### src/rtl/instr_fetch_unit_pkg.sv
// Shared fetch-path types: widths, FIFO entry bundle, fetch FSM states.
// Used by instr_fetch_unit, fetch_fifo and the fetch interfaces.
package risc_pkg;

  localparam int XLEN    = 32;
  localparam int INSTR_W = 32;

  localparam logic [INSTR_W-1:0] NOP_INSTR = 32'h0000_0013;

  typedef struct packed {
    logic [XLEN-1:0]    pc;
    logic [INSTR_W-1:0] instr;
  } fetch_entry_t;

  typedef enum logic [0:0] {
    RUN,
    ERR
  } ifu_state_e;

endpackage

### src/rtl/instr_fetch_unit_if.sv
// Fetch bundles: instruction-memory request/response and the
// {pc, instr} valid/ready hand-off to decode.
interface imem_if;
  import risc_pkg::*;

  logic               req;
  logic [XLEN-1:0]    addr;
  logic               gnt;
  logic               rvalid;
  logic [INSTR_W-1:0] rdata;

  modport master (
    output req, addr,
    input  gnt, rvalid, rdata
  );

  modport slave (
    input  req, addr,
    output gnt, rvalid, rdata
  );
endinterface

interface fetch_if;
  import risc_pkg::*;

  logic               valid;
  logic               ready;
  logic [XLEN-1:0]    pc;
  logic [INSTR_W-1:0] instr;

  modport master (
    output valid, pc, instr,
    input  ready
  );

  modport slave (
    input  valid, pc, instr,
    output ready
  );
endinterface

### src/rtl/instr_fetch_unit_fifo.sv
// Prefetch FIFO of {pc, instr}; flush wins over push and pop.
// Head entry is read straight from the register array.
module fetch_fifo
  import risc_pkg::*;
#(
  parameter  int DEPTH = 4,
  localparam int AW    = $clog2(DEPTH)
) (
  input  logic         clk,
  input  logic         rst,
  input  logic         push,
  input  logic         pop,
  input  logic         flush,
  input  fetch_entry_t wdata,
  output fetch_entry_t rdata,
  output logic [AW:0]  count,
  output logic         empty,
  output logic         full
);

  localparam int CNTW = AW + 1;

  fetch_entry_t   mem [DEPTH];
  logic [AW-1:0]  wr_ptr;
  logic [AW-1:0]  rd_ptr;
  logic           do_push;
  logic           do_pop;

  assign empty   = count == '0;
  assign full    = count == CNTW'(DEPTH);
  assign do_push = push && !flush && (!full || pop);
  assign do_pop  = pop && !flush && !empty;
  assign rdata   = mem[rd_ptr];

  always_ff @(posedge clk or posedge rst) begin
    if (rst) begin
      wr_ptr <= '0;
      rd_ptr <= '0;
      count  <= '0;
      for (int i = 0; i < DEPTH; i++) begin
        mem[i] <= '0;
      end
    end else if (flush) begin
      wr_ptr <= '0;
      rd_ptr <= '0;
      count  <= '0;
    end else begin
      if (do_push) begin
        mem[wr_ptr] <= wdata;
        wr_ptr      <= wr_ptr + AW'(1);
      end
      if (do_pop) begin
        rd_ptr <= rd_ptr + AW'(1);
      end
      count <= count + CNTW'(do_push) - CNTW'(do_pop);
    end
  end

endmodule

### src/rtl/instr_fetch_unit.sv
// Fetch stage: credit-limited sequential fetch, prefetch FIFO, redirect flush.
// Optional misaligned-redirect trap enabled by IFU_MISALIGN_CHECK_EN.
module instr_fetch_unit
  import risc_pkg::*;
#(
  parameter int              FIFO_DEPTH = 4,
  parameter logic [XLEN-1:0] RESET_PC   = '0
) (
  input  logic            clk,
  input  logic            srst,
  imem_if.master          imem,
  fetch_if.master         dec,
  input  logic            redirect_valid,
  input  logic [XLEN-1:0] redirect_pc,
  output logic            fetch_err,
  output logic [XLEN-1:0] fetch_err_pc
);

  localparam int         CW     = $clog2(FIFO_DEPTH) + 1;
  localparam int         CRW    = CW + 1;
  localparam logic [0:0] ST_RUN = RUN;
  localparam logic [0:0] ST_ERR = ERR;

  logic [XLEN-1:0] fetch_pc;
  logic [XLEN-1:0] resp_pc;
  logic [XLEN-1:0] tgt;
  logic [CW-1:0]   outstanding;
  logic [CW-1:0]   drop_cnt;
  logic [CW-1:0]   fifo_count;
  logic [0:0]      state;
  logic            started;
  logic            mis;
  logic            grant;
  logic            keep;
  logic            pop;
  logic            fifo_empty;
  logic            fifo_full;
  fetch_entry_t    wr_entry;
  fetch_entry_t    head;

`ifdef IFU_MISALIGN_CHECK_EN
  assign mis = |redirect_pc[1:0];
  assign tgt = redirect_pc;

  always_ff @(posedge clk or posedge srst) begin
    if (srst) begin
      fetch_err    <= 1'b0;
      fetch_err_pc <= '0;
    end else if (redirect_valid) begin
      fetch_err    <= mis;
      fetch_err_pc <= mis ? redirect_pc : '0;
    end
  end
`else
  logic unused_lsb;
  assign unused_lsb   = ^redirect_pc[1:0];
  assign mis          = 1'b0;
  assign tgt          = {redirect_pc[XLEN-1:2], 2'b00};
  assign fetch_err    = 1'b0;
  assign fetch_err_pc = '0;
`endif

  // Credit counts stale in-flight words too, so a push never hits a full FIFO.
  assign imem.req  = started && state == ST_RUN && !redirect_valid &&
                     (({1'b0, fifo_count} + {1'b0, outstanding}) <
                      CRW'(FIFO_DEPTH));
  assign imem.addr = fetch_pc;
  assign grant     = imem.req && imem.gnt;
  assign keep      = imem.rvalid && drop_cnt == '0;
  assign pop       = dec.valid && dec.ready;
  assign wr_entry  = '{pc: resp_pc, instr: imem.rdata};

  assign dec.valid = !fifo_empty;
  assign dec.pc    = head.pc;
  assign dec.instr = head.instr;

  fetch_fifo #(.DEPTH(FIFO_DEPTH)) u_fifo (
    .clk   (clk),
    .rst   (srst),
    .push  (keep),
    .pop   (pop),
    .flush (redirect_valid),
    .wdata (wr_entry),
    .rdata (head),
    .count (fifo_count),
    .empty (fifo_empty),
    .full  (fifo_full)
  );

  always_ff @(posedge clk or posedge srst) begin
    if (srst) begin
      started     <= 1'b0;
      fetch_pc    <= RESET_PC;
      resp_pc     <= RESET_PC;
      outstanding <= '0;
      drop_cnt    <= '0;
      state       <= ST_RUN;
    end else begin
      started     <= 1'b1;
      outstanding <= outstanding + CW'(grant) - CW'(imem.rvalid);
      if (redirect_valid) begin
        fetch_pc <= tgt;
        resp_pc  <= tgt;
        drop_cnt <= outstanding - CW'(imem.rvalid);
        state    <= mis ? ST_ERR : ST_RUN;
      end else begin
        if (grant) fetch_pc <= fetch_pc + XLEN'(4);
        if (keep) resp_pc <= resp_pc + XLEN'(4);
        if (imem.rvalid && drop_cnt != '0) drop_cnt <= drop_cnt - CW'(1);
      end
    end
  end

  a_out_no_uflow: assert property (@(posedge clk) disable iff (srst)
    imem.rvalid |-> outstanding != '0);
  a_out_no_oflow: assert property (@(posedge clk) disable iff (srst)
    outstanding <= CW'(FIFO_DEPTH));
  a_drop_bounded: assert property (@(posedge clk) disable iff (srst)
    drop_cnt <= outstanding);
  a_no_push_full: assert property (@(posedge clk) disable iff (srst)
    !(keep && fifo_full && !redirect_valid));

endmodule

### src/flat_wrapper.sv
// flat-port wrapper written by rule: the top's interface ports become plain ports
module instr_fetch_unit_flat import risc_pkg::*;
#(
  parameter int              FIFO_DEPTH = 4,
  parameter logic [XLEN-1:0] RESET_PC   = '0
)
  (clk, srst, redirect_valid, redirect_pc, fetch_err, fetch_err_pc, imem_req, imem_addr, imem_gnt, imem_rvalid, imem_rdata, dec_valid, dec_pc, dec_instr, dec_ready);
  imem_if imem_i ();
  fetch_if dec_i ();
  input  logic clk;
  input  logic srst;
  input  logic redirect_valid;
  input  logic [XLEN-1:0] redirect_pc;
  output logic fetch_err;
  output logic [XLEN-1:0] fetch_err_pc;
  output wire logic [$bits(imem_i.req)-1:0] imem_req;
  output wire logic [$bits(imem_i.addr)-1:0] imem_addr;
  input wire logic [$bits(imem_i.gnt)-1:0] imem_gnt;
  input wire logic [$bits(imem_i.rvalid)-1:0] imem_rvalid;
  input wire logic [$bits(imem_i.rdata)-1:0] imem_rdata;
  output wire logic [$bits(dec_i.valid)-1:0] dec_valid;
  output wire logic [$bits(dec_i.pc)-1:0] dec_pc;
  output wire logic [$bits(dec_i.instr)-1:0] dec_instr;
  input wire logic [$bits(dec_i.ready)-1:0] dec_ready;
  assign imem_req = imem_i.req;
  assign imem_addr = imem_i.addr;
  assign imem_i.gnt = imem_gnt;
  assign imem_i.rvalid = imem_rvalid;
  assign imem_i.rdata = imem_rdata;
  assign dec_valid = dec_i.valid;
  assign dec_pc = dec_i.pc;
  assign dec_instr = dec_i.instr;
  assign dec_i.ready = dec_ready;
  instr_fetch_unit #(.FIFO_DEPTH(FIFO_DEPTH), .RESET_PC(RESET_PC)) u_core (.clk(clk), .srst(srst), .imem(imem_i), .dec(dec_i), .redirect_valid(redirect_valid), .redirect_pc(redirect_pc), .fetch_err(fetch_err), .fetch_err_pc(fetch_err_pc));
endmodule
### config.mk
export PLATFORM = sky130hd
export DESIGN_NAME = instr_fetch_unit_flat
export DESIGN_NICKNAME = d
export VERILOG_FILES = /design/src/rtl/instr_fetch_unit_pkg.sv /design/src/rtl/instr_fetch_unit_if.sv /design/src/rtl/instr_fetch_unit_fifo.sv /design/src/rtl/instr_fetch_unit.sv /design/src/flat_wrapper.sv
export SDC_FILE = /design/constraint.sdc
export NUM_CORES = 1
export LEC_CHECK = 0
export CAP_MARGIN = 15
export CORE_UTILIZATION = 50
export DETAILED_ROUTE_END_ITERATION = 8
export PLACE_DENSITY = 0.73
export SETUP_SLACK_MARGIN = 0.15
export SLEW_MARGIN = 20
export SYNTH_ARGS = -nofsm -noshare
export SYNTH_HDL_FRONTEND = slang
export SYNTH_SLANG_ARGS = --single-unit
export TNS_END_PERCENT = 20
### constraint.sdc
create_clock -name clk -period 18.58 [get_ports clk]
set_input_delay 2.787 -clock clk [delete_from_list [all_inputs] [get_ports clk]]
set_output_delay 2.787 -clock clk [all_outputs]
set_load 0.01 [all_outputs]
==> results of run 1 <==
## sequential cells by signal (all words and copies together), names as in the netlist
register              flops
u_core.imem.addr         30
u_core.u_fifo.rd_ptr      2
u_core.resp_pc           30
u_core.started            1
u_core.drop_cnt           3
u_core.u_fifo.mem       248
u_core.u_fifo.wr_ptr      2
u_core.u_fifo.count       3
u_core.outstanding        3
## worst max-delay path, cell delays in order
cell             delay (ns)
clkdlybuf4s50_1        0.45
buf_4                  0.40
inv_1                  0.13
nand2b_1               0.18
nor2_1                 0.08
clkdlybuf4s50_1        0.48
## layout by cell type, fill, tap and decap left out, types with 3 or more instances in the layout
cell type        synthesis  routed
mux2_2                 271     271
a21boi_0                11      11
mux4_2                  62      62
clkdlybuf4s50_1          0     161
inv_1                   20      19
a31oi_1                  3       3
nor2_1                  18      18
or4_1                    5       5
o211ai_1                 5       5
ha_1                    16      16
xnor2_1                 25      25
conb_1                   2      38
and2_1                  12       8
nand2b_1                 8       8
nor3_1                  13      13
nand3_1                 28      28
nand4_1                 22      22
buf_4                   37       9
nand2_1                 44      44
clkbuf_8                 0       9
and2_2                   0       4
dfrtp_1                322     320
o21ai_0                 16      16
clkbuf_16                0      37
and3_1                  12      12
o311ai_0                 5       5
and4_1                   7       7
clkinvlp_4               0       3
nand4b_1                 3       3
xor2_1                  30      30
nor4_1                  10      10
a21oi_1                  4       4
clkinv_2                 0       6
bufinv_16                0       3
## report_power, final
part	internal, mW	switching (mW)
sequential	0.845	0.124
clock	0.439	0.282
combinational	0.457	0.278
total	1.74	0.684
## final cells by class
cell class                 instances  area [um^2]
fill                            2336        11600
sequential                       322         8070
multi-input combinational        689         6720
timing repair buffer             171         1690
clock buffer                      48         1060
tap                              390          488
clock inverter                    12          143
inverter                          21         86.3
## logic make-up after synthesis
kind of cell / Yosys count / share of synthesized area
other cells: 2 / 0.000491
flops: 322 / 0.527
compound gates: 50 / 0.0217
fa+ha+maj: 18 / 0.0157
xor+xnor: 55 / 0.0315
buf+inv: 127 / 0.0424
simple gates: 193 / 0.0687
mux: 335 / 0.292
## how the worst max path moves through the flow
stage               cells past startpoint                              to  slack, ns
detailed placement                      6                        imem_req      11.30
global route                            6                        imem_req      11.20
CTS                                     6                        imem_req      11.29
finish                                  6                        imem_req      11.27
floorplan                               1  u_core.drop_cnt[0]$_DFFE_PP0P_       6.88
global placement                        6                        imem_req      11.31
## metrics by stage
stage	std cells	power (mW)	hold slack, ns
floorplan	1138	1.39	0.475
global placement	1593	1.70	0.483
detailed placement	1593	1.72	0.490
CTS	1653	2.45	0.503
global route	1653	2.55	0.511
finish	1653	2.43	0.499
## routing by layer
layer / vias up / global-route usage / part of all wire
met5: - / 0 / 0
met3: 46 / 0.0391 / 0.059
met1: 4985 / 0.316 / 0.45
met4: 0 / 0.0575 / 0.015
met2: 313 / 0.355 / 0.48
li1: 4204 / - / -
==> run metrics, run 1 <==
clock skew between 0.015 and 0.02 ns; die height 177 um; element type at the critical path start input pin; Routed Antenna Nets 0; CTS Buf Count 36; max_cap viols 0; reg2reg end u_core.outstanding[2]$_DFF_PP0_; pwr/cell area ~130 nW/um^2; Final Hold Vio Count 0; fin util 0.611; Avg Cell Area, Syn approximately 14 um^2; initial drt markers approximately 560; top cell type by total area after synthesis dfrtp_1; H-tree depth 2; Final Cell Area 18200 um^2; fin crit share 0.394; Async S/R FF share, synth 1.00; Crit Path Max Fanout 46; Max clock buf depth 3; core box area about 30000 um^2; YS warnings 0; worst vdd rail ir drop 0.0000614 V; RR Startpoint u_core.u_fifo.count[2]$_DFF_PP0_; most frequent cell after synthesis dfrtp_1; initial core utilization 0.512; aggregate global-route resource usage 0.223; highest clock rate 137 MHz; Post-Syn Area 15300 um^2; Seq/Total Area, Yosys 0.527; I/O Buffers 161; launch point of the worst path redirect_valid; fin nets 1329; HPWL after detailed placement 21.2 mm; drt pass-1 iters 6; critical path type in -> out; WHS Endpoint u_core.u_fifo.mem[45]$_DFFE_PP0P_; Lkg Pwr about 8 nW; vias in the first global route ~9900; Via density 5.78; TritonCTS clock tree built; clock slew at reported path FFs around 0.05 ns; Hold Buf Count CTS 0; DP Worst Slack approximately 11 ns; DR DRC count 0; P&R area growth vs syn 19.4%; count of cell types in the netlist 47; post-CTS setup buffer count 0; antenna violations before repair 0; reg2reg path depth 9; Worst Hold Depth 1; Reg2Reg Setup Slack about 15 ns; ANT cells 0; top_reg_cell synth dfrtp_1; die width between 150 and 200 um; Worst setup EP type primary output; main area contributors after synthesis dfrtp_1, mux2_2, mux4_2; Setup-failing EPs final 0; Worst-Margin Slew 1.11 ns; Final Slew Violations 0; setup TNS 0 ns; critical path data arrival time ~4.5 ns; cts repair resizes 0; Slew HR 0.261; run status completed; first-pass GRT wire length between 50 and 60 mm; hold_sp u_core.u_fifo.mem[45]$_DFFE_PP0P_; vias about 9500; final critical-path required period about 7.3 ns; Clock Root Buffer clkbuf_16; Die ar. ~31000 um^2; Crit path required time roughly 16 ns; Cells after Synth 1102; Worst-Skew Late Latency a little over 0.5 ns; setup repair after global routing missed its margin false; DR WL/cell roughly 21 um; most frequent cells after synthesis dfrtp_1, mux2_2, mux4_2; standard-cell row count 63; clock sink total around 320; worst hold path type reg -> reg; Placed Area ~17000 um^2; share of layout cells above drive strength 1 0.325; Detailed Route WL around 34 mm; Ports 201; #FFs+latches synth between 300 and 400; Yosys top cell area share 0.527; Post-synth EDFFs 0; grt total ovfl 0; largest net degree at the start of global routing 101; final RePlAce weighted congestion 0.850; Final WS setup between 10 and 15 ns
Power figures use the tool's default switching activity.
==> run 2, diff against run 1 <==
- PLACE_DENSITY: 0.73 -> 0.76
- clock period: 18.58 -> 6.6 ns (I/O delays scaled with it)
==> run metrics, run 2 (synthesis results as in run 1) <==
WHS roughly 0.5 ns; share of layout cells above drive strength 1 0.330; HPWL after detailed placement around 22 mm; P&R area growth vs syn 20.2%; register area a little over 8000 um^2; grt total ovfl 0; Crit Path Max Fanout about 50; fillers between 2000 and 2500; Detailed Route WL approximately 33 mm; die height roughly 180 um; area used by multi-input combinational logic a little under 7000 um^2; vias 9450; max reg flops 248; aggregate global-route resource usage 0.221; die width 177 um; max_cap viols 0; Hold Buf Count CTS 0; Setup-failing EPs final 0; I/O Buffers 161; gr busiest metal met2; clock slew at reported path FFs roughly 0.06 ns; vias in the first global route approximately 10000; Crit path required time 5.61 ns; pwr/cell area ~380 nW/um^2; initial drt markers approximately 470; most common cell after layout, fill and taps aside dfrtp_1; H-tree depth 2; fin crit share 0.652; critical path data arrival time 3.32 ns; Final Slew Violations 0; most used cell, CP clkdlybuf4s50_1; commonest non-fill, non-tap cells in the layout dfrtp_1, mux2_2, clkdlybuf4s50_1, mux4_2, nand2_1; element type at the critical path start input pin; TritonCTS clock tree built; Max clock buf depth 3; met3 Track Usage GR 0.0395; Worst setup EP type primary output; cts repair resizes 0; worst vdd rail ir drop 0.000183 V; drt pass-1 iters 5; Slew HR 0.323; Final Hold Vio Count 0; final RePlAce weighted congestion between 0.8 and 0.9; Worst-Margin Slew around 1.0 ns; setup TNS 0 ns; clock sink total about 320; final critical-path required period 4.31 ns; Lkg Pwr ~8.1 nW; largest net degree at the start of global routing 69; Via density 5.67; Clock Root Buffer clkbuf_16; routing usage on met1 0.315; ANT cells 0; Ports between 200 and 250; standard-cell row count 63; fin nets about 1300; run status completed; Die ar. roughly 31000 um^2; Worst-Skew Late Latency 0.52 ns; critical path type in -> out; initial core utilization 0.512; peak per-stage delay on the critical path 0.67 ns; CP max stage cell clkdlybuf4s50_1; setup repair after global routing missed its margin false; core box area 29900 um^2; clock skew between 0.015 and 0.02 ns; critical path, cell by cell clkdlybuf4s50_1, inv_1, buf_4, nand2b_1, nor2_1, clkdlybuf4s50_1; first-pass GRT wire length ~54 mm; DR DRC count 0; worst hold path type reg -> reg; highest clock rate between 200 and 250 MHz; Routed Antenna Nets 0; antenna violations before repair 0; DR WL/cell 19.9 um; CTS Buf Count 36; routing usage on met2 0.350; post-CTS setup buffer count 0; largest reg by FF count u_core.u_fifo.mem
==> run 2: cell types whose count changed in the layout (fill, tap and decap cells not counted) <==
cell | previous run | this run
clkinv_4 | 0 | 2
inv_8 | 1 | 0
bufinv_16 | 3 | 6
clkbuf_8 | 9 | 5
inv_6 | 0 | 2
clkinvlp_4 | 3 | 2
clkinv_2 | 6 | 8
buf_6 | 1 | 0
and2_4 | 0 | 1
and2_2 | 4 | 3
clkbuf_1 | 2 | 5
buf_4 | 9 | 18
==> run 2: where the power goes <==
| group | internal [mW] | switching [mW] |
|---|---|---|
| clock | 1.32 | 0.810 |
| combinational | 1.29 | 0.777 |
| sequential | 2.38 | 0.350 |
==> run 2: worst paths after layout <==
| path | from | end | slack (ns) | cells past startpoint |
|---|---|---|---|---|
| max | redirect_valid | imem_req | 2.29 | 6 |
| min reg2reg | u_core.u_fifo.mem[106]$_DFFE_PP0P_ | u_core.u_fifo.mem[106]$_DFFE_PP0P_ | 0.50 | 1 |
| min | u_core.u_fifo.mem[106]$_DFFE_PP0P_ | u_core.u_fifo.mem[106]$_DFFE_PP0P_ | 0.50 | 1 |
| max reg2reg | u_core.u_fifo.count[2]$_DFF_PP0_ | u_core.outstanding[2]$_DFF_PP0_ | 3.03 | 9 |
| min in group asynchronous | srst | u_core.u_fifo.mem[70]$_DFFE_PP0P_ | 0.73 | 2 |
| max in group asynchronous | srst | u_core.u_fifo.mem[157]$_DFFE_PP0P_ | 4.23 | 4 |
==> run 2: per-stage QoR <==
step	utilization	power [mW]	setup WS [ns]	std cells	area [um^2]
global route	0.615	7.28	2.14	1667	18400
finish	0.615	6.93	2.29	1667	18400
global placement	0.572	4.79	2.28	1601	17100
detailed placement	0.572	4.85	2.24	1601	17100
CTS	0.615	7.01	2.32	1667	18400
floorplan	-	3.91	1.32	1138	15400
==> run 2: critical path: cells and delay by family <==
family / cells / cell delay (ns)
simple gates: 2 / 0.42
buf+inv: 4 / 1.89
==> run 2: layer usage <==
layer  vias up  part of all wire
met3        46             0.054
met1      4862              0.46
met4         0             0.018
met5         -                 0
li1       4239                 -
met2       303              0.47
==> run 2: area by class of cell <==
cell class / count / share of cell area
Inverter: 21 / 0.00449
Multi-Input combinational cell: 689 / 0.366
Sequential cell: 322 / 0.439
Tap cell: 390 / 0.0266
Timing Repair Buffer: 179 / 0.0950
Clock buffer: 47 / 0.0551
Clock inverter: 19 / 0.0143
==> run 3, diff against run 2 <==
- PLACE_DENSITY: 0.76 -> 0.73
- clock period: 6.6 -> 4.25 ns (I/O delays scaled with it)
==> run metrics, run 3 (synthesis results as in run 1) <==
run status completed; hold_sp u_core.u_fifo.mem[49]$_DFFE_PP0P_; Lkg Pwr between 8 and 9 nW; vias roughly 9400; part of the power in the clock network 0.309; final critical-path required period between 3 and 4 ns; setup repair after global routing missed its margin false; H-tree depth 2; initial core utilization 0.512; Die ar. between 30000 and 40000 um^2; ANT cells 0; highest clock rate roughly 290 MHz; Final Hold Vio Count 0; fin util 0.619; Via density 5.63; Detailed Route WL between 30 and 40 mm; standard-cell row count between 60 and 70; HPWL after detailed placement roughly 22 mm; Placed Area between 15000 and 20000 um^2; Final WS setup around 0.84 ns; cts repair resizes 0; Worst-Skew Late Latency 0.52 ns; drt pass-1 iters 4; Comb pwr share 0.301; core box area ~30000 um^2; Slew HR 0.271; Worst setup EP type primary output; sw frac 0.278; P_int 7.80 mW; final RePlAce weighted congestion between 0.8 and 0.9; share of layout cells above drive strength 1 0.332; P&R area growth vs syn 20.9%; Post-Layout Cell Count 1671; setup TNS 0 ns; Final Cell Area 18500 um^2; die width around 180 um; first-pass GRT wire length 53.8 mm; sequential share of power 0.390; Setup-failing EPs final 0; Crit Path Max Fanout 5; clock slew at reported path FFs around 0.060 ns; clock sink total 322; dpl cells ~1600; largest net degree at the start of global routing 89; clock skew 0.0156 ns; Clock Root Buffer clkbuf_16; Routed Antenna Nets 0; TritonCTS clock tree built; Crit path required time about 3.6 ns; fin crit share 0.802; Final Slew Violations 0; DR WL/cell roughly 20 um; most common cell after layout, fill and taps aside dfrtp_1; Worst-Margin Slew approximately 1.1 ns; DP Worst Slack approximately 0.75 ns; DR DRC count 0; critical path type reg -> out; RR Startpoint u_core.u_fifo.count[2]$_DFF_PP0_; launch point of the worst path u_core.u_fifo.count[2]$_DFF_PP0_; Psw about 3 mW; critical path data arrival time approximately 2.8 ns; post-CTS setup buffer count 0; worst hold path type reg -> reg; pwr/cell area slightly below 600 nW/um^2; max_cap viols 0; antenna violations before repair 0; peak per-stage delay on the critical path 0.59 ns; die height 177 um; Max clock buf depth 3; element type at the critical path start flop; Ports between 200 and 250; largest reg by FF count u_core.u_fifo.mem; aggregate global-route resource usage 0.221; vias in the first global route 9765; I/O Buffers approximately 160; worst vdd rail ir drop between 0.0003 and 0.0004 V; fin nets between 1000 and 1500; total power 10.8 mW; grt total ovfl 0; critical path, cell by cell ha_1, or4b_1, nand2b_1, nor2_1, clkdlybuf4s50_1; max reg flops roughly 250; WHS ~0.5 ns; commonest non-fill, non-tap cells in the layout dfrtp_1, mux2_2, clkdlybuf4s50_1, mux4_2, nand2_1; CTS Buf Count 36; initial drt markers between 400 and 500; Hold Buf Count CTS 0; CP max stage cell or4b_1
run 3: cell type report:
class,instances,area [um^2]
clock buffers,49,1030
clock inverters,17,254
fillers,2294,11400
inverters,21,82.6
multi-input cells,689,6720
flip-flops and latches,322,8070
well taps,390,488
repair buffers,183,1840
run 3: metal layers:
layer	share of wire	GRT usage
met4	0.022	0.0650
met2	0.47	0.350
met1	0.46	0.317
met5	0	0
met3	0.044	0.0322
run 3: path summary, 6_finish.rpt:
| path | slack [ns] | endpoint | cells after the start |
|---|---|---|---|
| setup / recovery | 0.84 | imem_req | 5 |
| hold / removal | 0.50 | u_core.u_fifo.mem[49]$_DFFE_PP0P_ | 1 |
| setup reg to reg | 1.17 | u_core.outstanding[2]$_DFF_PP0_ | 9 |
| hold reg to reg | 0.50 | u_core.u_fifo.mem[49]$_DFFE_PP0P_ | 1 |
| max in group asynchronous | 2.90 | u_core.u_fifo.mem[219]$_DFFE_PP0P_ | 3 |
| min in group asynchronous | 0.52 | u_core.u_fifo.mem[64]$_DFFE_PP0P_ | 2 |
run 3: critical path, delay by kind of cell, from the launching register on:
kind / cells / cell delay, ns
DFF: 1 / 0.42
and+or+nand+nor: 3 / 1.00
adders and majority gates: 1 / 0.29
buffers and inverters: 1 / 0.55
run 3: power by group through the flow:
stage,registers [mW],clock network (mW),logic [mW]
CTS,4.22,3.42,3.30
detailed placement,4.27,0,3.29
global placement,4.23,0,3.24
floorplan,4.03,0,2.05
finish,4.21,3.33,3.25
global route,4.31,3.52,3.51
